[config.mk]
export PLATFORM = sky130hd
export DESIGN_NAME = shift_reg_ctrl
export DESIGN_NICKNAME = d
export VERILOG_FILES = /design/src/rtl/shift_reg_ctrl.sv
export SDC_FILE = /design/constraint.sdc
export NUM_CORES = 1
export LEC_CHECK = 0
export ABC_AREA = 1
export CAP_MARGIN = 20
export CORE_UTILIZATION = 39
export CTS_BUF_LIST = sky130_fd_sc_hd__clkbuf_4
export CTS_CLUSTER_SIZE = 14
export DETAILED_ROUTE_END_ITERATION = 7
export PLACE_DENSITY = 0.67
export SYNTH_ARGS = -nofsm -noshare
export SYNTH_HDL_FRONTEND = slang
export SYNTH_SLANG_ARGS = --single-unit
[constraint.sdc]
create_clock -name clk -period 3.5 [get_ports clk]
set_clock_uncertainty 0.1 [all_clocks]
set_input_delay 1.05 -clock clk [delete_from_list [all_inputs] [get_ports clk]]
set_output_delay 1.05 -clock clk [all_outputs]
set_load 0.02 [all_outputs]
[src/rtl/shift_reg_ctrl.sv]
// shift_reg_ctrl
//   Parallel-to-serial controller. Accepts an N-bit word on a valid/ready
//   handshake, then presents it one bit per cycle on ser_out_o, MSB-first or
//   LSB-first as chosen by dir_i at acceptance. hold_i pauses shifting. A
//   one-cycle done pulse follows the last bit, then the controller is idle.
//
// Ports
//   clk          clock, all state updates on the rising edge
//   rst          synchronous, active-high reset (priority over all inputs)
//   in_data_i    parallel word to serialize
//   in_valid_i   in_data_i is valid
//   in_ready_o   controller can accept a word (idle)
//   dir_i        shift order: 0 = MSB first, 1 = LSB first
//   hold_i       freezes shifting while high (only acts while shifting)
//   ser_out_o    current serial bit
//   ser_valid_o  ser_out_o carries a valid bit this cycle
//   busy_o       word in flight or done cycle in progress
//   done_o       one-cycle pulse after the last bit
//   bit_cnt_o    index of the bit presented, 0-based in shift order

module shift_reg_ctrl #(
  parameter int N = 4
) (
  input  logic                 clk,
  input  logic                 rst,
  input  logic [N-1:0]         in_data_i,
  input  logic                 in_valid_i,
  output logic                 in_ready_o,
  input  logic                 dir_i,
  input  logic                 hold_i,
  output logic                 ser_out_o,
  output logic                 ser_valid_o,
  output logic                 busy_o,
  output logic                 done_o,
  output logic [$clog2(N)-1:0] bit_cnt_o
);

  localparam int CW = $clog2(N);
  localparam logic [CW-1:0] CNT_LAST = CW'(N - 1);
  localparam logic [CW-1:0] CNT_ONE  = CW'(32'd1);
  localparam logic [CW-1:0] CNT_ZERO = CW'(32'd0);

  typedef enum logic [1:0] {
    ST_IDLE  = 2'd0,
    ST_SHIFT = 2'd1,
    ST_DONE  = 2'd2
  } state_t;

  state_t         state_q, state_d;
  logic [N-1:0]   shreg_q, shreg_d;
  logic           dir_q,   dir_d;
  logic [CW-1:0]  cnt_q,   cnt_d;

  // State register with synchronous reset.
  always_ff @(posedge clk) begin
    if (rst) begin
      state_q <= ST_IDLE;
      shreg_q <= '0;
      dir_q   <= 1'b0;
      cnt_q   <= CNT_ZERO;
    end else begin
      state_q <= state_d;
      shreg_q <= shreg_d;
      dir_q   <= dir_d;
      cnt_q   <= cnt_d;
    end
  end

  // Next-state and output decode.
  always_comb begin
    state_d     = state_q;
    shreg_d     = shreg_q;
    dir_d       = dir_q;
    cnt_d       = cnt_q;
    in_ready_o  = 1'b0;
    ser_out_o   = 1'b0;
    ser_valid_o = 1'b0;
    busy_o      = 1'b0;
    done_o      = 1'b0;
    bit_cnt_o   = cnt_q;

    case (state_q)
      ST_IDLE: begin
        in_ready_o = 1'b1;
        if (in_valid_i) begin
          shreg_d = in_data_i;
          dir_d   = dir_i;
          cnt_d   = CNT_ZERO;
          state_d = ST_SHIFT;
        end else begin
          state_d = ST_IDLE;
        end
      end

      ST_SHIFT: begin
        busy_o      = 1'b1;
        ser_valid_o = ~hold_i;
        // The output end is fixed by the direction captured at acceptance.
        ser_out_o   = dir_q ? shreg_q[0] : shreg_q[N-1];
        if (hold_i) begin
          state_d = ST_SHIFT;
        end else if (cnt_q == CNT_LAST) begin
          // Last bit presented: leave register and count where they are.
          state_d = ST_DONE;
        end else begin
          if (dir_q) begin
            shreg_d = {1'b0, shreg_q[N-1:1]};
          end else begin
            shreg_d = {shreg_q[N-2:0], 1'b0};
          end
          cnt_d = cnt_q + CNT_ONE;
        end
      end

      ST_DONE: begin
        busy_o  = 1'b1;
        done_o  = 1'b1;
        // Clear the count here so the idle state always shows index 0.
        cnt_d   = CNT_ZERO;
        state_d = ST_IDLE;
      end

      default: begin
        state_d = ST_IDLE;
        cnt_d   = CNT_ZERO;
      end
    endcase
  end

endmodule
### Word-level counts from Yosys, hierarchy flattened

Index checks and enable logic that the tools add are counted.

| operators by class | value |
|---|---|
| multiplexer cells | 19 |
| $add $sub $neg | 1 |
| bitwise logic cells | 1 |
| equal/unequal tests | 7 |
| reductions and logical operators | 6 |

Operators by type and width:

| cell | count |
|---|---|
| $mux 4 | 4 |
| $mux 2 | 5 |
| $pmux 2 s2 | 2 |
| $pmux 4 s2 | 1 |
| $mux 1 | 7 |
| $ne 2x2->1 const B | 3 |
| $eq 2x2->1 const B | 2 |
| $reduce_and 4->1 | 1 |
| $ne 3x3->1 const B | 1 |
| $reduce_and 3->1 | 1 |
| $add 2x1->2 const B | 1 |
| $eq 2x1->1 const B | 1 |
| $logic_not 2->1 | 1 |
| $reduce_and 2->1 | 1 |
| $reduce_bool 2->1 | 1 |
| $reduce_or 2->1 | 1 |
| $not 1->1 | 1 |

| word-level totals | value |
|---|---|
| logic and storage cells | 38 |
| flip-flop bits (word level) | 9 |

### Logic depth before layout (Yosys ltp)

| depth | value |
|---|---|
| depth after elaboration | 4 |
| depth in mapped cells | 10 |
| depth with buffers taken out | 9 |

### Worst setup path after synthesis

OpenSTA, ideal clock, no wires.

| timing path | value |
|---|---|
| kind | input-to-output |
| start | input hold_i |
| end | output ser_valid_o |
| slack | 1.062 ns |
| cell stages on the path | 3 |
| path buffers | 0 |
| arrival | 1.288 ns |
| data required time | 2.350 ns |
| path through | inv_1 -> nand2_1 -> inv_1 |

| between the ends | value |
|---|---|
| word-level cells in the longest chain between the ends | 2 |

RTL lines:

| what | line | source |
|---|---|---|
| from (decl) | 30 | `input logic hold_i,` |
| $not 1->1 | 97 | `ser_valid_o = ~hold_i;` |
| $mux 1 | 82 | `case (state_q)` |
| to (decl) | 32 | `output logic ser_valid_o,` |

No other way between the ends.

### Worst setup path in the final report

Same ends and word-level chain as after synthesis.

==> flow_metrics.env <==
export IMPL_fin_hold_ws_ps=386
export IMPL_synth_area_leader_cell="dfxtp_1"
export IMPL_place_area_um2=743
export IMPL_syn_num_nets=112
export IMPL_synth_edf_count=0
export IMPL_grt_first_pass_wirelength_mm=1.90
export IMPL_clock_latency_ps=260
export IMPL_synthSimpleGateAreaFrac=0.412
export IMPL_start_util=0.434
export IMPL_cp_cell_sequence="clkdlybuf4s50_1 > inv_1 > nand2_1 > inv_1 > clkdlybuf4s50_1"
export IMPL_finalCriticalPeriod_ps=3420
export IMPL_reg2reg_depth=8
export IMPL_drt_first_pass_iters=4
export IMPL_synth_cells=99
export IMPL_crit_path_end_kind="output pin"
export IMPL_cp_arrival_ps=2270
export IMPL_stdcell_area_um2=773
export IMPL_cap_violations=0
export IMPL_postRouteAntennaNets=0
export IMPL_yosysMostFrequentCell="nand2_1"
export IMPL_synth_seq_cells=9
export IMPL_die_h_um=40.8
export IMPL_outcome="completed"
export IMPL_vdd_drop_max_v=0.000149
export IMPL_path_class="input port to output pin"
export IMPL_combinationalPowerShare=0.324
export IMPL_async_reset_ff_frac=0
export IMPL_slew_headroom=0.731
export IMPL_synth_top_family_by_area="simple AND/OR/NAND/NOR gates"
export IMPL_cts_made_buffers=3
export IMPL_drv_slew=0
export IMPL_nets=131
export IMPL_power_frac_seq=0.388
export IMPL_tritoncts="built"
export IMPL_wl_met1_um=579
export IMPL_final_util=0.573
export IMPL_worstHoldStart="shreg_q[3]"
export IMPL_yosysTopAreaCellShare=0.308
export IMPL_rrSetupSlack_ps=1880
export IMPL_finalSetupViolCount=0
export IMPL_crit_path_max_incr_delay_ps=590
export IMPL_powerDensity_nw_per_um2=405
export IMPL_area_delta_synth_final_pct=32.1
export IMPL_grt_pass1_vias=510
export IMPL_tightest_slew_ps=404
export IMPL_total_leakage_power_nw=0.424
export IMPL_final_cells=132
export IMPL_placed_cells=128
export IMPL_wl_met2_um=518
export IMPL_drtIter0Drc=17
export IMPL_hpwl_um=902
export IMPL_h_tree_depth=1
export IMPL_cts_hold_buf=0
export IMPL_rsz0062_at_grt="no"
export IMPL_synth_top_cells_by_area="dfxtp_1 31%, nand2_1 21%, inv_1 12%, nor2_1 12%, ha_1 8.5%"
export IMPL_antenna_found_initial=0
export IMPL_place_gp_congestion=0.710
export IMPL_vias=601
export IMPL_power_frac_clock=0.288
export IMPL_syn_cell_area_um2=586
export IMPL_synth_xor_xnor_area_share=0
export IMPL_p_sw_frac=0.331
export IMPL_setup_tns_ps=0
export IMPL_gr_usage_all_layers=0.176
export IMPL_drive_above_1_share=0.0684
export IMPL_drc_errors=0
export IMPL_die_area_um2=1660
export IMPL_timing_rr_start="state_q[1]"
export IMPL_cp_max_fo=3
export IMPL_io_buffers=15
export IMPL_cp_start_kind="input port"
export IMPL_synth_compound_area_frac=0.0598
export IMPL_viasPerCell=4.55
export IMPL_wirelength_mm=1.19
export IMPL_core_area_um2=1350
export IMPL_synthTopCellsByCount="33 x nand2_1, 18 x inv_1, 18 x nor2_1"
export IMPL_ys_seq_area_frac=0.308
export IMPL_die_w_um=40.8
export IMPL_finalHoldViolations=0
export IMPL_top_layer="met4"
export IMPL_clk_pin_slew_ps=60
export IMPL_gr_total_overflow=0
export IMPL_postCtsSetupRepairBufs=0
export IMPL_clkSinkCount=9
export IMPL_synth_distinct_cells=12
export IMPL_hold_path_cell_count=2
export IMPL_yosys_area_share_adder=0.0855
export IMPL_post_route_period_util=0.977
export IMPL_diodes=0
export IMPL_grt_max_degree=13
export IMPL_ys_warn_count=0
export IMPL_worst_hold_path_endpoint="shreg_q[3]"
export IMPL_slowest_stage="clkdlybuf4s50_1"
export IMPL_required_ps=2350
export IMPL_intPower_w=0.000210
export IMPL_drt_wirelength_per_cell_um=9.02
export IMPL_io_pins=16
export IMPL_fmaxAchievable_ghz=0.292
export IMPL_ys_flop_type="dfxtp_1"
export IMPL_cts_resized=0
export IMPL_rr_endpoint="shreg_q[2]"
export IMPL_p_switching_w=0.000104
export IMPL_met3_length_um=76
export IMPL_syn_area_per_cell_um2=5.91
export IMPL_min_path_type="flop to flop"
export IMPL_rows=13
export IMPL_synthMuxAreaShare=0
export IMPL_cts_buffer_depth=2
export IMPL_root_buffer="clkbuf_4"
-- power groups by stage --
stage          Combinational (W)  Sequential [W]  Clock (W)
5_1_grt                 0.000116        0.000123   0.000100
2_1_floorplan          0.0000686        0.000126          0
3_5_place_dp            0.000102        0.000124          0
4_1_cts                 0.000103        0.000122  0.0000946
3_3_place_gp            0.000101        0.000124          0
6_report                0.000101        0.000122  0.0000903
-- stage by stage --
stage | setup WS, ps | total power [W]
4_1_cts | 74.6 | 0.000319
2_1_floorplan | 1060 | 0.000194
3_5_place_dp | 75.9 | 0.000226
5_1_grt | 13.8 | 0.000339
6_report | 80.0 | 0.000313
3_3_place_gp | 102 | 0.000225
-- worst max path at each step --
stage / to / slack, ps / from
3_3_place_gp: ser_valid_o / 100 / hold_i
2_1_floorplan: ser_valid_o / 1060 / hold_i
6_report: ser_valid_o / 80 / hold_i
3_5_place_dp: ser_valid_o / 80 / hold_i
4_1_cts: ser_valid_o / 70 / hold_i
5_1_grt: ser_valid_o / 10 / hold_i
-- flip-flops by register name (all words and copies together), names as in the netlist --
signal and count:
shreg_q 4, bit_cnt_o 2, state_q 2, dir_q 1
-- cell usage in the layout (no fill, tap or decap), types with 4 or more instances in the layout --
cell             synthesis  final
dfxtp_1                  9      9
ha_1                     4      4
clkdlybuf4s50_1          0     15
nand3_1                  4      4
nand2_1                 33     33
o21ai_0                  4      4
nor2_1                  18     18
inv_1                   18     18
clkbuf_4                 0      4
-- metal layers --
| metal | vias up | track usage |
|---|---|---|
| met4 | 0 | 0.100 |
| met1 | 255 | 0.177 |
| met5 | - | 0 |
| met3 | 2 | 0.0489 |
| li1 | 329 | - |
| met2 | 15 | 0.321 |
-- cell type report --
| type | count | area [µm²] |
|---|---|---|
| fillers | 157 | 577 |
| multi-input cells | 71 | 327 |
| flip-flops and latches | 9 | 180 |
| repair buffers | 15 | 150 |
| inverters | 18 | 67.6 |
| clock buffers | 4 | 30.0 |
| well taps | 15 | 18.8 |
-- kinds of logic (layout without fill, tap and decap cells) --
| logic type | after synthesis | count (layout) |
|---|---|---|
| fa+ha+maj | 4 | 4 |
| simple gates | 60 | 60 |
| flops | 9 | 9 |
| buf+inv | 19 | 37 |
| compound gates | 7 | 7 |
-- critical path, delay by kind of cell --
kind	cells	cell delay, ps
AND/OR/NAND/NOR	1	80
buffers and inverters	4	1150
Power figures use the tool's default switching activity.
